**config.mk**
```make
export PLATFORM = sky130hd
export DESIGN_NAME = fnd_scan_decoder
export DESIGN_NICKNAME = d
export VERILOG_FILES = /design/src/rtl/fnd_pkg.sv /design/src/rtl/fnd_scan_decoder_settle.sv /design/src/rtl/fnd_scan_decoder.sv
export SDC_FILE = /design/constraint.sdc
export NUM_CORES = 1
export LEC_CHECK = 0
export BUFFER_PORTS_ARGS = -buffer_cell sky130_fd_sc_hd__buf_2
export CORE_ASPECT_RATIO = 1.4
export CORE_UTILIZATION = 50
export CTS_CLUSTER_DIAMETER = 200
export DETAILED_ROUTE_END_ITERATION = 7
export GPL_TIMING_DRIVEN = 0
export PLACE_DENSITY_LB_ADDON = 0.08
export SYNTH_ARGS = -nofsm -noshare
export SYNTH_HDL_FRONTEND = slang
export SYNTH_SLANG_ARGS = --single-unit
export TNS_END_PERCENT = 5
```
**constraint.sdc**
```tcl
create_clock -name clk -period 9.1 [get_ports clk]
set_input_delay 1.82 -clock clk [delete_from_list [all_inputs] [get_ports clk]]
set_output_delay 1.82 -clock clk [all_outputs]
set_load 0.03 [all_outputs]
```
**src/rtl/fnd_pkg.sv**
```systemverilog
// Shared definitions for the 4-digit multiplexed 7-segment (FND) bus.
package fnd_pkg;

  // Digit enables, active-low one-hot; digit0 is the ones digit.
  localparam logic [3:0] COM_D0    = 4'b1110;
  localparam logic [3:0] COM_D1    = 4'b1101;
  localparam logic [3:0] COM_D2    = 4'b1011;
  localparam logic [3:0] COM_D3    = 4'b0111;
  localparam logic [3:0] COM_BLANK = 4'b1111;

  // Segment patterns {g,f,e,d,c,b,a}, active-low.
  localparam logic [6:0] SEG_0 = 7'h40;
  localparam logic [6:0] SEG_1 = 7'h79;
  localparam logic [6:0] SEG_2 = 7'h24;
  localparam logic [6:0] SEG_3 = 7'h30;
  localparam logic [6:0] SEG_4 = 7'h19;
  localparam logic [6:0] SEG_5 = 7'h12;
  localparam logic [6:0] SEG_6 = 7'h02;
  localparam logic [6:0] SEG_7 = 7'h78;
  localparam logic [6:0] SEG_8 = 7'h00;
  localparam logic [6:0] SEG_9 = 7'h10;

  typedef enum logic [1:0] {
    ST_IDLE,
    ST_SETTLE,
    ST_HELD
  } fnd_dec_state_t;

  typedef struct packed {
    logic       err;
    logic [3:0] digit;
  } seg_dec_t;

  // Unknown patterns decode to F so a bad digit stays visible in the frame.
  function automatic seg_dec_t seg_to_bcd(input logic [6:0] seg);
    seg_dec_t r;
    r.err   = 1'b0;
    r.digit = 4'd0;
    case (seg)
      SEG_0:   r.digit = 4'd0;
      SEG_1:   r.digit = 4'd1;
      SEG_2:   r.digit = 4'd2;
      SEG_3:   r.digit = 4'd3;
      SEG_4:   r.digit = 4'd4;
      SEG_5:   r.digit = 4'd5;
      SEG_6:   r.digit = 4'd6;
      SEG_7:   r.digit = 4'd7;
      SEG_8:   r.digit = 4'd8;
      SEG_9:   r.digit = 4'd9;
      default: begin
        r.digit = 4'hF;
        r.err   = 1'b1;
      end
    endcase
    return r;
  endfunction

endpackage

```
**src/rtl/fnd_scan_decoder_settle.sv**
```systemverilog
// Per-slot debounce: registers the bus, waits for a stable (com,font) pair
// and emits one capture strobe per stable pair.
//
// state     | meaning
// ----------+-----------------------------------------------------------
// ST_IDLE   | bus blanked or invalid digit enable; nothing counting
// ST_SETTLE | valid pair seen, counting consecutive identical samples
// ST_HELD   | pair captured; waiting for it to change (no recapture)
module fnd_digit_settle
  import fnd_pkg::*;
#(
  parameter int unsigned STABLE_CYCLES = 4
) (
  input  logic       clk,
  input  logic       rst,
  input  logic [3:0] com,
  input  logic [7:0] font,
  output logic       capture_stb,
  output logic [1:0] digit_idx,
  output logic [3:0] digit,
  output logic       dp_bit,
  output logic       bad_seg
);

  localparam logic [7:0] STABLE_N = 8'(STABLE_CYCLES);

  fnd_dec_state_t state, state_nx;
  logic [3:0] com_q, com_p;
  logic [7:0] font_q, font_p;
  logic [7:0] cnt, cnt_nx, cnt_run;
  logic       com_ok, same;
  seg_dec_t   dec;

  // Input stage, previous-sample copy and FSM registers.
  always_ff @(posedge clk) begin
    if (rst) begin
      com_q  <= COM_BLANK;
      font_q <= 8'hFF;
      com_p  <= COM_BLANK;
      font_p <= 8'hFF;
      state  <= ST_IDLE;
      cnt    <= 8'd0;
    end else begin
      com_q  <= com;
      font_q <= font;
      com_p  <= com_q;
      font_p <= font_q;
      state  <= state_nx;
      cnt    <= cnt_nx;
    end
  end

  // Next-state, stability count and capture decision.
  always_comb begin
    com_ok = (com_q == COM_D0) || (com_q == COM_D1) ||
             (com_q == COM_D2) || (com_q == COM_D3);
    same   = (com_q == com_p) && (font_q == font_p);
    // Any sample that does not continue a settling run starts a new one at 1.
    cnt_run     = (state == ST_SETTLE && same) ? cnt + 8'd1 : 8'd1;
    state_nx    = state;
    cnt_nx      = cnt;
    capture_stb = 1'b0;
    case (state)
      ST_IDLE, ST_SETTLE: begin
        if (!com_ok) begin
          state_nx = ST_IDLE;
        end else begin
          cnt_nx = cnt_run;
          if (cnt_run == STABLE_N) begin
            capture_stb = 1'b1;
            state_nx    = ST_HELD;
          end else begin
            state_nx = ST_SETTLE;
          end
        end
      end
      ST_HELD: begin
        if (!com_ok) begin
          state_nx = ST_IDLE;
        end else if (!same) begin
          cnt_nx = cnt_run;
          if (cnt_run == STABLE_N) begin
            capture_stb = 1'b1;
            state_nx    = ST_HELD;
          end else begin
            state_nx = ST_SETTLE;
          end
        end
      end
      default: state_nx = ST_IDLE;
    endcase
  end

  // Decode of the currently registered sample.
  always_comb begin
    dec     = seg_to_bcd(font_q[6:0]);
    digit   = dec.digit;
    bad_seg = dec.err;
    dp_bit  = ~font_q[7];
    case (com_q)
      COM_D1:  digit_idx = 2'd1;
      COM_D2:  digit_idx = 2'd2;
      COM_D3:  digit_idx = 2'd3;
      default: digit_idx = 2'd0;
    endcase
  end

endmodule

```
**src/rtl/fnd_scan_decoder.sv**
```systemverilog
// Receive-side FND monitor: assembles debounced digits into frames,
// converts the frame to binary and flags stalls and bad patterns.
module fnd_scan_decoder
  import fnd_pkg::*;
#(
  parameter int unsigned STABLE_CYCLES  = 4,
  parameter int unsigned TIMEOUT_CYCLES = 1_000_000
) (
  input  logic        clk,
  input  logic        rst,
  input  logic [3:0]  fndCom,
  input  logic [7:0]  fndFont,
  output logic [15:0] bcd,
  output logic [13:0] value,
  output logic [3:0]  dp,
  output logic        frame_valid,
  output logic        seg_error,
  output logic        stall
);

  localparam logic [23:0] TMO_LOAD = 24'(TIMEOUT_CYCLES - 1);

  logic        capture_stb, dp_bit, bad_seg;
  logic [1:0]  digit_idx;
  logic [3:0]  digit;
  logic [3:0]  mask, mask_base;
  logic [3:0]  slot [4];
  logic [3:0]  slot_dp;
  logic [13:0] value_nx;
  logic [23:0] tmr;

  fnd_digit_settle #(.STABLE_CYCLES(STABLE_CYCLES)) u_settle (
    .clk         (clk),
    .rst         (rst),
    .com         (fndCom),
    .font        (fndFont),
    .capture_stb (capture_stb),
    .digit_idx   (digit_idx),
    .digit       (digit),
    .dp_bit      (dp_bit),
    .bad_seg     (bad_seg)
  );

  // Binary value of the slots; F digits weigh 15 and simply wrap at 14 bits.
  always_comb begin
    value_nx = 14'(slot[3]) * 14'd1000 + 14'(slot[2]) * 14'd100 +
               14'(slot[1]) * 14'd10   + 14'(slot[0]);
    mask_base = (mask == 4'hF) ? 4'h0 : mask;
  end

  // Digit slots and capture mask; a full mask is consumed the following cycle.
  always_ff @(posedge clk) begin
    if (rst) begin
      mask    <= 4'h0;
      slot_dp <= 4'h0;
      for (int i = 0; i < 4; i++) slot[i] <= 4'h0;
    end else begin
      mask <= mask_base;
      if (capture_stb) begin
        slot[digit_idx]    <= digit;
        slot_dp[digit_idx] <= dp_bit;
        mask               <= mask_base | (4'b0001 << digit_idx);
      end
    end
  end

  // Frame outputs and sticky segment error.
  always_ff @(posedge clk) begin
    if (rst) begin
      bcd         <= 16'h0;
      value       <= 14'd0;
      dp          <= 4'h0;
      frame_valid <= 1'b0;
      seg_error   <= 1'b0;
    end else begin
      frame_valid <= (mask == 4'hF);
      if (mask == 4'hF) begin
        bcd   <= {slot[3], slot[2], slot[1], slot[0]};
        value <= value_nx;
        dp    <= slot_dp;
      end
      if (capture_stb && bad_seg) seg_error <= 1'b1;
    end
  end

  // Stall timer: down-counter reloaded by every capture; capture beats expiry.
  always_ff @(posedge clk) begin
    if (rst) begin
      tmr   <= TMO_LOAD;
      stall <= 1'b0;
    end else if (capture_stb) begin
      tmr   <= TMO_LOAD;
      stall <= 1'b0;
    end else if (tmr == 24'd0) begin
      stall <= 1'b1;
    end else begin
      tmr <= tmr - 24'd1;
    end
  end

endmodule
```
==> flow_summary.yaml <==
grt:
  grt_pass1_vias: 5180
  antenna_found_initial: 0
  grt_first_pass_wirelength_mm: 24.3
  grt_overflow: 0
  grt_usage_pct: 23.4
  grt_max_degree: 17
layout:
  final_core_util_pct: 60.2
  layout.cells.non_filler: 955
  nFillCells: 1118
  nets: 877
  n_antenna_cell: 0
  drive_gt1_share_pct: 14.0
  syn_to_final_growth_pct: 15.9
floorplan:
  io_pins: 51
  die_y_um: 137
  rows: 48
  initial_core_util_pct: 51.9
  die_area_mm2: 0.0134
  core_area_mm2: 0.0125
  die_w_um: 98.3
synth:
  yosysTopAreaCell: "dfxtp_1"
  avgSynthCellArea_um2: 8.96
  yosysMostFrequentCell: "dfxtp_1"
  synth_cell_types: 60
  synth_top_family_by_area: "simple AND/OR/NAND/NOR gates"
  synth-simple-area-share_pct: 21.4
  synth_common_cells: "102 x dfxtp_1, 90 x nand2_1, 60 x a21oi_1, 54 x ha_1, 53 x nor2_1"
  ys_warn_count: 0
  synth-edff-count: 16
  syn_inst: 724
  synth_area_leaders: "dfxtp_1 31%, ha_1 10%, edfxtp_1 7.4%"
  async_flop_share_pct: 0
  synth_nets: 809
  synthAdderAreaFrac_pct: 15.7
  synth.yosys.seq_area_share_pct: 38.9
  synth_xor_area_share_pct: 6.48
  synth_compound_area_share_pct: 11.0
  synthFlopType: "dfxtp_1"
  ys_seq_elements: 118
  synth.cell_area_mm2: 0.00649
  synthMuxAreaShare_pct: 1.27
  netlist.area_leader.share_pct: 31.5
outcome:
  status: "completed"
pwr:
  cellLeakagePower_nw: 3.20
  p_per_area_mw_per_mm2: 189
  ir_worst_vdd_v: 0.000119
cts:
  cts_resized: 0
  htreeDepth: 4
  hold_buffers: 0
  postCtsSetupBuffers: 0
  cts_buffer_depth: 2
  cts.clk_slew.worst_paths_ps: 60
  cts.sinks: 118
  cts_root_buf: "clkbuf_16"
  clk_latency_ps: 410
  cts_buffers: 17
  cts_tree: "done"
timing:
  clock_skew_ps: 8.91
  drv_slew: 0
  min_period_over_period_pct: 51.5
  fmax_mhz: 213
  worst_pin_slew_ps: 584
  setup_slack_ps: 4410
  layout_min_cycle_time_ps: 4690
  relSlewSlack_pct: 61.1
  final_hold_viol_count: 0
  rsz0062_at_grt: "no"
  setup_viol: 0
  hold_ws_ps: 445
  tns_ps: 0
drt:
  drc: 0
  drtPass1Iterations: 6
  wirelength_mm: 14.6
  vias: 5202
  drt-wirelength-per-cell_um: 15.3
  vias_per_cell: 5.45
  ant_nets: 0
  drt_iter0_drc: 200
critical_path:
  critPathMaxStageDelay_ps: 540
  crit_path_max_fanout: 7
  path_class: "reg2reg"
  arrival_ps: 5040
  crit_path_start_kind: "flip-flop"
  r2r_cells: 14
  reg2reg_from: "slot[3][2]"
  cp-startpoint: "slot[3][2]"
  cpMaxStageDelayCell: "fa_1"
  endpoint_kind: "flip-flop"
  r2r_end: "value[13]"
  r2r_slack_ps: 4410
  required_ps: 9450
  crit_path_end: "value[13]"
  worstPathCellList: "ha_1 > fa_1 > inv_1 > fa_1 > inv_1 > fa_1 > ha_1 > ha_1 > o21a_1 > o31ai_1 > a21oi_1 > a41oi_1 > a2111oi_0 > a311o_1"
place:
  placement.io_buffers: 49
  gp_congestion: 0.894
  place_hpwl_mm: 11.1
  placed_cells_incl_taps: 923
  post-place-ws_ps: 4410
min_path:
  hold_path.class: "reg2reg"
job:
  maxCapViolCount: 0
## metal layers
metal	part of all wire, %	GRT usage, %	up-vias	wire length (µm)
met1	39	24.5	2485	5720
li1	-	-	2606	-
met4	2.2	9.70	0	323
met2	56	45.7	92	8240
met3	2.4	3.98	19	355
met5	0	0	-	0
## sequential cells by signal, indices dropped and copies added, names as in the netlist, 8 cells and up
register and flops:
bcd 16, slot 16, tmr 24, u_settle.cnt 8, u_settle.font_p 8, u_settle.font_q 8
value 13
## where the power goes
group	internal, W	switching, W
sequential	0.000538	0.00000818
clock	0.000440	0.000228
combinational	0.0000903	0.000116
## critical path: cells and delay by family, from the launching register on
kind | cells | cell delay [ps]
adders and majority gates | 6 | 2610
AOI/OAI and AO/OA | 6 | 1350
DFF | 1 | 530
buffers and inverters | 2 | 130
## how the worst min path moves through the flow
stage                     slack (ps)       start  cells after the start        to
after detailed placement         440    value[8]                      2  value[8]
after CTS                        450    value[8]                      2  value[8]
after floorplan                  430  slot_dp[0]                      2     dp[0]
after global routing             470    value[9]                      2  value[9]
final                            450    value[5]                      2  value[5]
after global placement           440    value[7]                      2  value[7]
## area by class of cell
cell class              count  area, µm²  area share (%)
flip-flops and latches    118       2520            33.5
repair buffers             49        245            3.26
multi-input cells         516       3620            48.2
well taps                 150        188            2.50
plain buffers              41        159            2.11
clock buffers              25        507            6.74
inverters                  49        184            2.45
clock inverters             7       92.6            1.23
## cell usage in the layout, fill, tap and decap left out, drive strengths merged, types with 19 or more instances in the layout
master,instances
or2,25
ha,54
buf,53
inv,49
xor2,19
dfxtp,102
a21oi,60
xnor2,29
nand2,90
clkbuf,62
nor2,53
## per-stage QoR
step                      cell area [µm²]  total power, W
after CTS                            7520         0.00143
after detailed placement             6920        0.000763
after global routing                 7520         0.00149
after floorplan                      6490        0.000714
after global placement               6920        0.000757
final                                7520         0.00142
## logic make-up after synthesis
kind of cell | count (synthesis)
AND/OR/NAND/NOR | 272
flip-flops | 118
AO/OA/AOI/OAI | 117
buffers and inverters | 90
adder cells (fa/ha/maj) | 71
XOR/XNOR | 48
multiplexers | 8
No activity file was read; power rests on OpenSTA's default activity.
